### src/rtl/apb_pkg.sv
// Shared APB slave definitions: access FSM states, address alignment and strobe expansion.
package apb_pkg;

    typedef enum logic {
        IDLE   = 1'b0,
        ACCESS = 1'b1
    } apb_state_e;

    // Byte-address bits below the word index.
    localparam int ADDR_LSB   = 2;
    localparam int MAX_STRB_W = 32;

    // Expand one strobe bit per byte into a full bit mask; callers truncate to their bus width.
    function automatic logic [8*MAX_STRB_W-1:0] strb_to_mask(input logic [MAX_STRB_W-1:0] strb);
        logic [8*MAX_STRB_W-1:0] mask;
        mask = '0;
        for (int k = 0; k < MAX_STRB_W; k++) begin
            mask[8*k +: 8] = {8{strb[k]}};
        end
        return mask;
    endfunction

endpackage

### src/rtl/apb_slave_fsm.sv
// Reusable APB slave access sequencer: tracks setup/access phases, inserts wait states,
// and flags the cycle where a transfer completes.
module apb_slave_fsm
    import apb_pkg::*;
#(
    parameter int WAIT_CYCLES = 0
) (
    input  logic PCLK,
    input  logic PRESET,
    input  logic psel_i,
    input  logic penable_i,
    output logic pready_o,
    output logic commit_o
);

    localparam int CNT_W = (WAIT_CYCLES > 0) ? $clog2(WAIT_CYCLES + 1) : 1;

    apb_state_e       state_q, state_d;
    logic [CNT_W-1:0] cnt_q,   cnt_d;

    // NOTE: sequential state uses non-blocking assignments so every flop samples pre-edge values.
    always_ff @(posedge PCLK or posedge PRESET) begin
        if (PRESET) begin
            state_q <= IDLE;
            cnt_q   <= '0;
        end else begin
            state_q <= state_d;
            cnt_q   <= cnt_d;
        end
    end

    // NOTE: defaults first, so every path assigns every output and no latch is inferred.
    always_comb begin
        state_d = state_q;
        cnt_d   = cnt_q;
        case (state_q)
            IDLE: begin
                if (psel_i && !penable_i) begin
                    state_d = ACCESS;
                    cnt_d   = CNT_W'(WAIT_CYCLES);
                end
            end
            ACCESS: begin
                if (!psel_i) begin
                    state_d = IDLE;
                end else if (cnt_q != '0) begin
                    cnt_d = cnt_q - CNT_W'(1);
                end else begin
                    state_d = IDLE;
                end
            end
            default: state_d = IDLE;
        endcase
    end

    assign pready_o = (state_q == ACCESS) && (cnt_q == '0);
    assign commit_o = psel_i && penable_i && pready_o;

endmodule

### src/rtl/apb_reg_bank.sv
// Parametrised APB register file with byte strobes, wait states, read-only registers and PSLVERR.
// Optional privilege check on writes enabled by defining APB_REG_BANK_PROT_EN.
module apb_reg_bank
    import apb_pkg::*;
#(
    parameter int                  DATA_W      = 32,
    parameter int                  ADDR_W      = 8,
    parameter int                  NUM_REGS    = 8,
    parameter int                  WAIT_CYCLES = 0,
    parameter logic [NUM_REGS-1:0] RO_MASK     = '0,
    parameter logic [DATA_W-1:0]   RESET_VAL   = '0
) (
    input  logic                         PCLK,
    input  logic                         PRESET,
    input  logic [ADDR_W-1:0]            PADDR,
    input  logic                         PSEL,
    input  logic                         PENABLE,
    input  logic                         PWRITE,
    input  logic [DATA_W-1:0]            PWDATA,
    input  logic [DATA_W/8-1:0]          PSTRB,
`ifdef APB_REG_BANK_PROT_EN
    input  logic [2:0]                   PPROT,
`endif
    output logic [DATA_W-1:0]            PRDATA,
    output logic                         PREADY,
    output logic                         PSLVERR,
    output logic [NUM_REGS*DATA_W-1:0]   reg_q,
    input  logic [NUM_REGS*DATA_W-1:0]   ro_val
);

    localparam int IDX_W = ADDR_W - ADDR_LSB;

    logic              commit;
    logic [IDX_W-1:0]  word_idx;
    logic              in_range;
    logic              misaligned;
    logic              ro_hit;
    logic              priv_err;
    logic              access_err;
    logic              wr_commit;
    logic [DATA_W-1:0] rd_word;
    logic [DATA_W-1:0] wr_mask;

    apb_slave_fsm #(
        .WAIT_CYCLES (WAIT_CYCLES)
    ) u_fsm (
        .PCLK      (PCLK),
        .PRESET    (PRESET),
        .psel_i    (PSEL),
        .penable_i (PENABLE),
        .pready_o  (PREADY),
        .commit_o  (commit)
    );

    assign word_idx   = PADDR[ADDR_W-1:ADDR_LSB];
    assign in_range   = int'(word_idx) < NUM_REGS;
    assign misaligned = PADDR[ADDR_LSB-1:0] != '0;

    always_comb begin
        ro_hit  = 1'b0;
        rd_word = '0;
        for (int i = 0; i < NUM_REGS; i++) begin
            if (word_idx == IDX_W'(i)) begin
                ro_hit  = RO_MASK[i];
                rd_word = reg_q[i*DATA_W +: DATA_W];
            end
        end
    end

`ifdef APB_REG_BANK_PROT_EN
    assign priv_err = PWRITE && !PPROT[0];
`else
    assign priv_err = 1'b0;
`endif

    assign access_err = !in_range || misaligned || (PWRITE && ro_hit) || priv_err;
    assign PSLVERR    = PREADY && access_err;
    assign PRDATA     = (PREADY && !PWRITE && !access_err) ? rd_word : '0;
    assign wr_commit  = commit && PWRITE && !access_err;
    assign wr_mask    = DATA_W'(strb_to_mask(MAX_STRB_W'(PSTRB)));

    for (genvar i = 0; i < NUM_REGS; i++) begin : g_reg
        if (RO_MASK[i]) begin : g_ro
            assign reg_q[i*DATA_W +: DATA_W] = ro_val[i*DATA_W +: DATA_W];
        end else begin : g_rw
            logic [DATA_W-1:0] data_q, data_d;

            always_comb begin
                data_d = data_q;
                if (wr_commit && (word_idx == IDX_W'(i))) begin
                    data_d = (data_q & ~wr_mask) | (PWDATA & wr_mask);
                end
            end

            // NOTE: each register is a discrete flop bank, so it can and must take RESET_VAL on reset.
            always_ff @(posedge PCLK or posedge PRESET) begin
                if (PRESET) begin
                    data_q <= RESET_VAL;
                end else begin
                    data_q <= data_d;
                end
            end

            assign reg_q[i*DATA_W +: DATA_W] = data_q;
        end
    end

    // Writable-register slices of ro_val and the upper PPROT bits are intentionally ignored.
    logic unused_inputs;
`ifdef APB_REG_BANK_PROT_EN
    assign unused_inputs = ^{ro_val, PPROT[2:1]};
`else
    assign unused_inputs = ^ro_val;
`endif

endmodule

### config.mk
export PLATFORM = sky130hd
export DESIGN_NAME = apb_reg_bank
export DESIGN_NICKNAME = d
export VERILOG_FILES = /design/src/rtl/apb_pkg.sv /design/src/rtl/apb_slave_fsm.sv /design/src/rtl/apb_reg_bank.sv
export SDC_FILE = /design/constraint.sdc
export NUM_CORES = 1
export LEC_CHECK = 0
export BUFFER_PORTS_ARGS = -buffer_cell sky130_fd_sc_hd__buf_4
export CORE_AREA = 5 5 226 228
export CTS_CLUSTER_DIAMETER = 120
export DETAILED_ROUTE_END_ITERATION = 8
export DIE_AREA = 0 0 231 233
export PLACE_DENSITY_LB_ADDON = 0.05
export RECOVER_POWER = 25
export SKIP_LAST_GASP = 1
export SLEW_MARGIN = 10
export SYNTH_ARGS = -nofsm -noshare
export SYNTH_HDL_FRONTEND = slang
export SYNTH_SLANG_ARGS = --single-unit
### constraint.sdc
create_clock -name PCLK -period 8.9 [get_ports PCLK]
set_input_delay 1.335 -clock PCLK [delete_from_list [all_inputs] [get_ports PCLK]]
set_output_delay 1.335 -clock PCLK [all_outputs]
set_load 0.01 [all_outputs]
; ---- Yosys cells after proc, flatten, opt, wreduce, memory -nomap -nowiden
; Index checks and enable logic that the tools add are counted.
[totals]
rom_bits = 0
register_bits = 258
mem_bits_rw = 0
latch_bits = 0
n_memories = 0
[classes]
muxes = 17
n_shift = 0
n_lt_le_gt_ge = 1
n_reduce_logical = 25
addsub = 1
n_bitwise = 20
n_eq_ne = 9
div_mod_pow = 0
n_mul = 0
[op_table]
columns = op, n
row1 = $and A32 B32 Y32, 9
row2 = $mux W32, 9
row3 = $or A32 B32 Y32, 8
row4 = $not A32 Y32, 1
row5 = $eq A6 B3 Y1 const B, 4
row6 = $logic_and A1 B1 Y1, 17
row7 = $eq A6 B2 Y1 const B, 2
row8 = $eq A6 B1 Y1 const B, 1
row9 = $logic_not A6 Y1, 1
row10 = $lt A6 B4 Y1 const B, 1
row11 = $mux W1, 6
row12 = $logic_not A1 Y1, 4
row13 = $pmux W1 S2, 2
row14 = $ne A2 B1 Y1 const B, 1
row15 = $ne A2 B2 Y1 const B, 1
row16 = $not A1 Y1, 2
row17 = $reduce_and A2 Y1, 1
row18 = $reduce_bool A2 Y1, 1
row19 = $logic_or A1 B1 Y1, 1
row20 = $sub A1 B1 Y1 const B, 1

; ---- Depth between registers and ports, before layout
[depth]
word_depth = 10
depth_mapped = 9
depth_no_buf = 5

; ---- By module
; Synthesis repeated with hierarchy kept, for this count alone.
[hier_totals]
hier_cells = 856
area_unflattened_um2 = 12070.3
[by_module_without_submodules]
columns = module, area_each_um2, instances, cells_each
row1 = apb_reg_bank, 12022.8, 1, 852
row2 = apb_slave_fsm, 47.5, 1, 4

; ---- Worst setup path before layout
; OpenSTA, ideal clock, no wires.
[synth_timing]
path_kind = input to output
from = input port PADDR[3]
to = output port PRDATA[10]
t_arrival_ns = 2.794
setup_slack_ns = 4.771
stages = 6
path_buffers = 2
cell_sequence = clkbuf_1 > clkbuf_1 > mux2_2 > o221a_2 > a221oi_1 > a21oi_1
[synth_between]
elab_chain_len = 10
word_cells_on_any_way = 22
[synth_rtl]
columns = item, line_no
row1 = from (decl), apb_reg_bank.sv:15  ; input logic [ADDR_W-1:0] PADDR,
row2 = $logic_not A6 Y1, apb_reg_bank.sv:63  ; if (word_idx == IDX_W'(i)) begin
row3 = $mux W32 (8 in a row), apb_reg_bank.sv:63
row4 = $mux W32 *, apb_reg_bank.sv:78  ; assign PRDATA = (PREADY && !PWRITE && !access_err) ? rd_word : '0;
row5 = to (decl), apb_reg_bank.sv:24  ; output logic [DATA_W-1:0] PRDATA,
; Every way passes the cells marked *; elsewhere a longest branch is shown, timed or not.

; ---- Worst setup path after layout
; Same ends and word-level chain as after synthesis.

==> summary.md <==
| Metric | Value |
|---|---|
| Crit path DAT | `4020 ps` |
| Post-CTS Setup Inserts | `0` |
| Final Cycle Share | `60.2%` |
| Largest net degree at the start of global routing | `141` |
| Final ANT Viol Nets | `0` |
| Initial antenna violation count | `3` |
| Slowest stage cell on the critical path | `nand3_2` |
| Htree depth | `2` |
| DR pass1 iterations | `5` |
| CP bufs+invs | `4` |
| WL/cell | `27.4 um` |
| Synth warnings | `0` |
| Crit path depth | `7` |
| Total negative slack | `0 ps` |
| Async SR Flop Fraction | `100%` |
| Starting DRT DRC Count | `554` |
| CP cell instances | `buf_4 -> buf_4 -> nand3_2 -> buf_4 -> o21ai_0 -> a21oi_1 -> buf_4` |
| Post-Synthesis Cells | `863` |
| Seq. cell area | `6430 um^2` |
| Footprint of the multi-input gates | `5240 um^2` |
| Critical path class | `in -> out` |
| CTS tree | `yes` |
| Maxcap violations | `1` |
| Mean Syn Cell Area | `13.7 um^2` |
| Gr usage total | `18.2%` |
| Final std cells w/o fill | `1,848` |
| Ratio of cells with drive above 1 in the final layout | `56.7%` |
| Crit. End Element | `primary output` |
| IO Port Bufs | `338` |
| Clock sinks | `257` |
| Crit-path max FO | `33` |
| CTS max path bufs | `3` |
| Vias in the first global route | `9,438` |
| CP required | `7570 ps` |
| Reg2Reg Depth | `4` |
| Minimum clock period | `5360 ps` |
| Leak | `7.81 nW` |
| PnR worst setup slack | `3540 ps` |
| Share of the synthesized area in the top cell type | `54.3%` |
| Vias | `9,045` |
| WHS | `469 ps` |
| Count of cell types in the netlist | `44` |
| Hold Crit Class | `reg -> reg` |
| Most used DFF post-synth | `dfrtp_1` |
| Commonest cells after routing, fill and taps aside | `buf_4 (301), mux2_2 (263), dfrtp_1 (257)` |
| Hold Path Depth | `1` |
| Worst skew pair latency | `520 ps` |
| Critical Path Source Type | `primary input` |
| Slowest stage delay, CP | `780 ps` |
| Most common cell after layout, fill and taps aside | `buf_4` |
| Status | `complete, but fails checks` |
| Clock skew | `8.79 ps` |
| Slew HR | `-289%` |
| Final Max Tran Viols | `119` |
| Post_cts resized | `0` |
| Reg clk slew, reported paths | `60 ps` |
| Pre-CTS setup slack | `3480 ps` |
| First-pass GRT wire length | `72,000 um` |
| Setup violators final | `0` |
| Filler cell count | `4,966` |
| RSZ-0062 raised after global routing | `no` |
| Worst Max-Slew Pin Slew | `5830 ps` |
| # hold bufs at CTS | `0` |
| EDFF count, synth | `0` |
| Placed cell count | `1,789` |
| Initial core utilization | `24.3%` |
| Cell row count | `81` |
| Final global-route overflow total | `0` |
| Total core area | `48,600 um^2` |
| Die height | `233 um` |
| DP HPWL | `32,900 um` |
| Mapped Area | `11,800 um^2` |
| Routed WL | `50,600 um` |
| Drt drc | `0` |
| Synth-to-layout area growth | `35.1%` |
| Sequential area share after synthesis | `54.3%` |
| Synth top area cells | `dfrtp_1 (54%), mux2_2 (25%), o221a_2 (2.2%), a221oi_1 (2.0%), a22oi_1 (1.7%)` |
| Diode count | `0` |
| CTS Root Cell | `clkbuf_16` |
| Violated checks | `capacitance limit, slew limit` |
| CTS buffer count | `34` |
| Vias/cell | `4.89` |
| I/O Pins | `595` |
| Final nets | `1,508` |
| Post-Syn Nets | `1,168` |
| Full die area | `53,800 um^2` |
| Power Density | `165 nW/um^2` |
| Top delay family on crit path | `buffers and inverters` |
| GPL Wtd Cong | `0.710` |
| IR drop worst, VDD | `106 uV` |
| Seq cells post-synth | `257` |
| Fmax | `187 MHz` |
| DIE WIDTH | `231 um` |
| Most used cell, CP | `buf_4` |
| Post-synth top area cell | `dfrtp_1` |
| Endpoints failing hold | `0` |
[worst paths after layout]
check / startpoint / slack, ps / to
setup reg to reg: u_fsm.state_q$_DFF_PP0_ / 6430 / flip-flop
setup / recovery: PADDR[3] / 3540 / PRDATA[10]
max in group asynchronous: PRESET / 3640 / asynchronous set/reset pin
min in group asynchronous: PRESET / 2580 / asynchronous set/reset pin
hold / removal: u_fsm.state_q$_DFF_PP0_ / 470 / u_fsm.state_q$_DFF_PP0_
hold reg to reg: u_fsm.state_q$_DFF_PP0_ / 470 / u_fsm.state_q$_DFF_PP0_
[worst register-to-register path: cells and delay by family, from the launching register on]
| family | cells | cell delay [ps] |
|---|---|---|
| DFF | 1 | 370 |
| and+or+nand+nor | 3 | 1560 |
| muxes | 1 | 420 |
[stage by stage]
step | utilization, % | instance area [um^2] | power [mW]
floorplan | - | 11800 | 1.24
global placement | 31.0 | 15100 | 1.31
detailed placement | 31.0 | 15100 | 1.31
CTS | 33.3 | 16200 | 2.70
global route | 32.9 | 16000 | 2.75
finish | 32.9 | 16000 | 2.64
[layer usage]
metal | vias to the layer above | routed length, um | global-route usage [%]
met5 | - | 47 | 0
met4 | 6 | 869 | 3.86
met3 | 56 | 3640 | 5.92
met2 | 289 | 22900 | 28.2
met1 | 4729 | 23100 | 25.1
li1 | 3965 | - | -
[cell type report]
| type | instances | area share, % |
|---|---|---|
| Timing Repair Buffer | 349 | 15.4 |
| Clock inverter | 6 | 0.344 |
| Inverter | 2 | 0.0547 |
| Sequential cell | 257 | 40.2 |
| Multi-Input combinational cell | 559 | 32.7 |
| Tap cell | 622 | 4.86 |
| Clock buffer | 53 | 6.47 |
[synthesized netlist by cell type, types with 2 or more instances]
master       n
o21ai_0     36
dfrtp_1    257
mux2_2     263
and3_1       5
buf_4        4
buf_2        9
mux2i_1     12
a22oi_1     27
a221oi_1    27
nor2b_1      4
o211ai_1     4
nor2_4       8
nand4_1      2
nand2_1     27
mux2_1       9
buf_1        7
a22o_1       2
mux2_4       8
nor2_2      17
nand3_1     13
o221a_2     23
inv_1        2
nor3_2       2
o2111ai_1    2
o211a_1      3
nor2_1       6
nand3_4      5
a21oi_1     32
o221ai_1     5
clkbuf_1    23
nand2_2      6
[where the power goes]
part	total (mW)	internal, mW	switching [mW]
Clock	1.36	0.827	0.532
Combinational	0.112	0.0288	0.0834
Sequential	1.17	1.17	0.000503
[cells by family (layout without fill, tap and decap cells)]
family	after synthesis	after routing	synth area share, %
simple gates	104	104	5.89
buf+inv	47	410	1.87
mux	292	292	27.9
flops	257	257	54.3
compound gates	163	163	10.1
No activity file was read; power rests on OpenSTA's default activity.
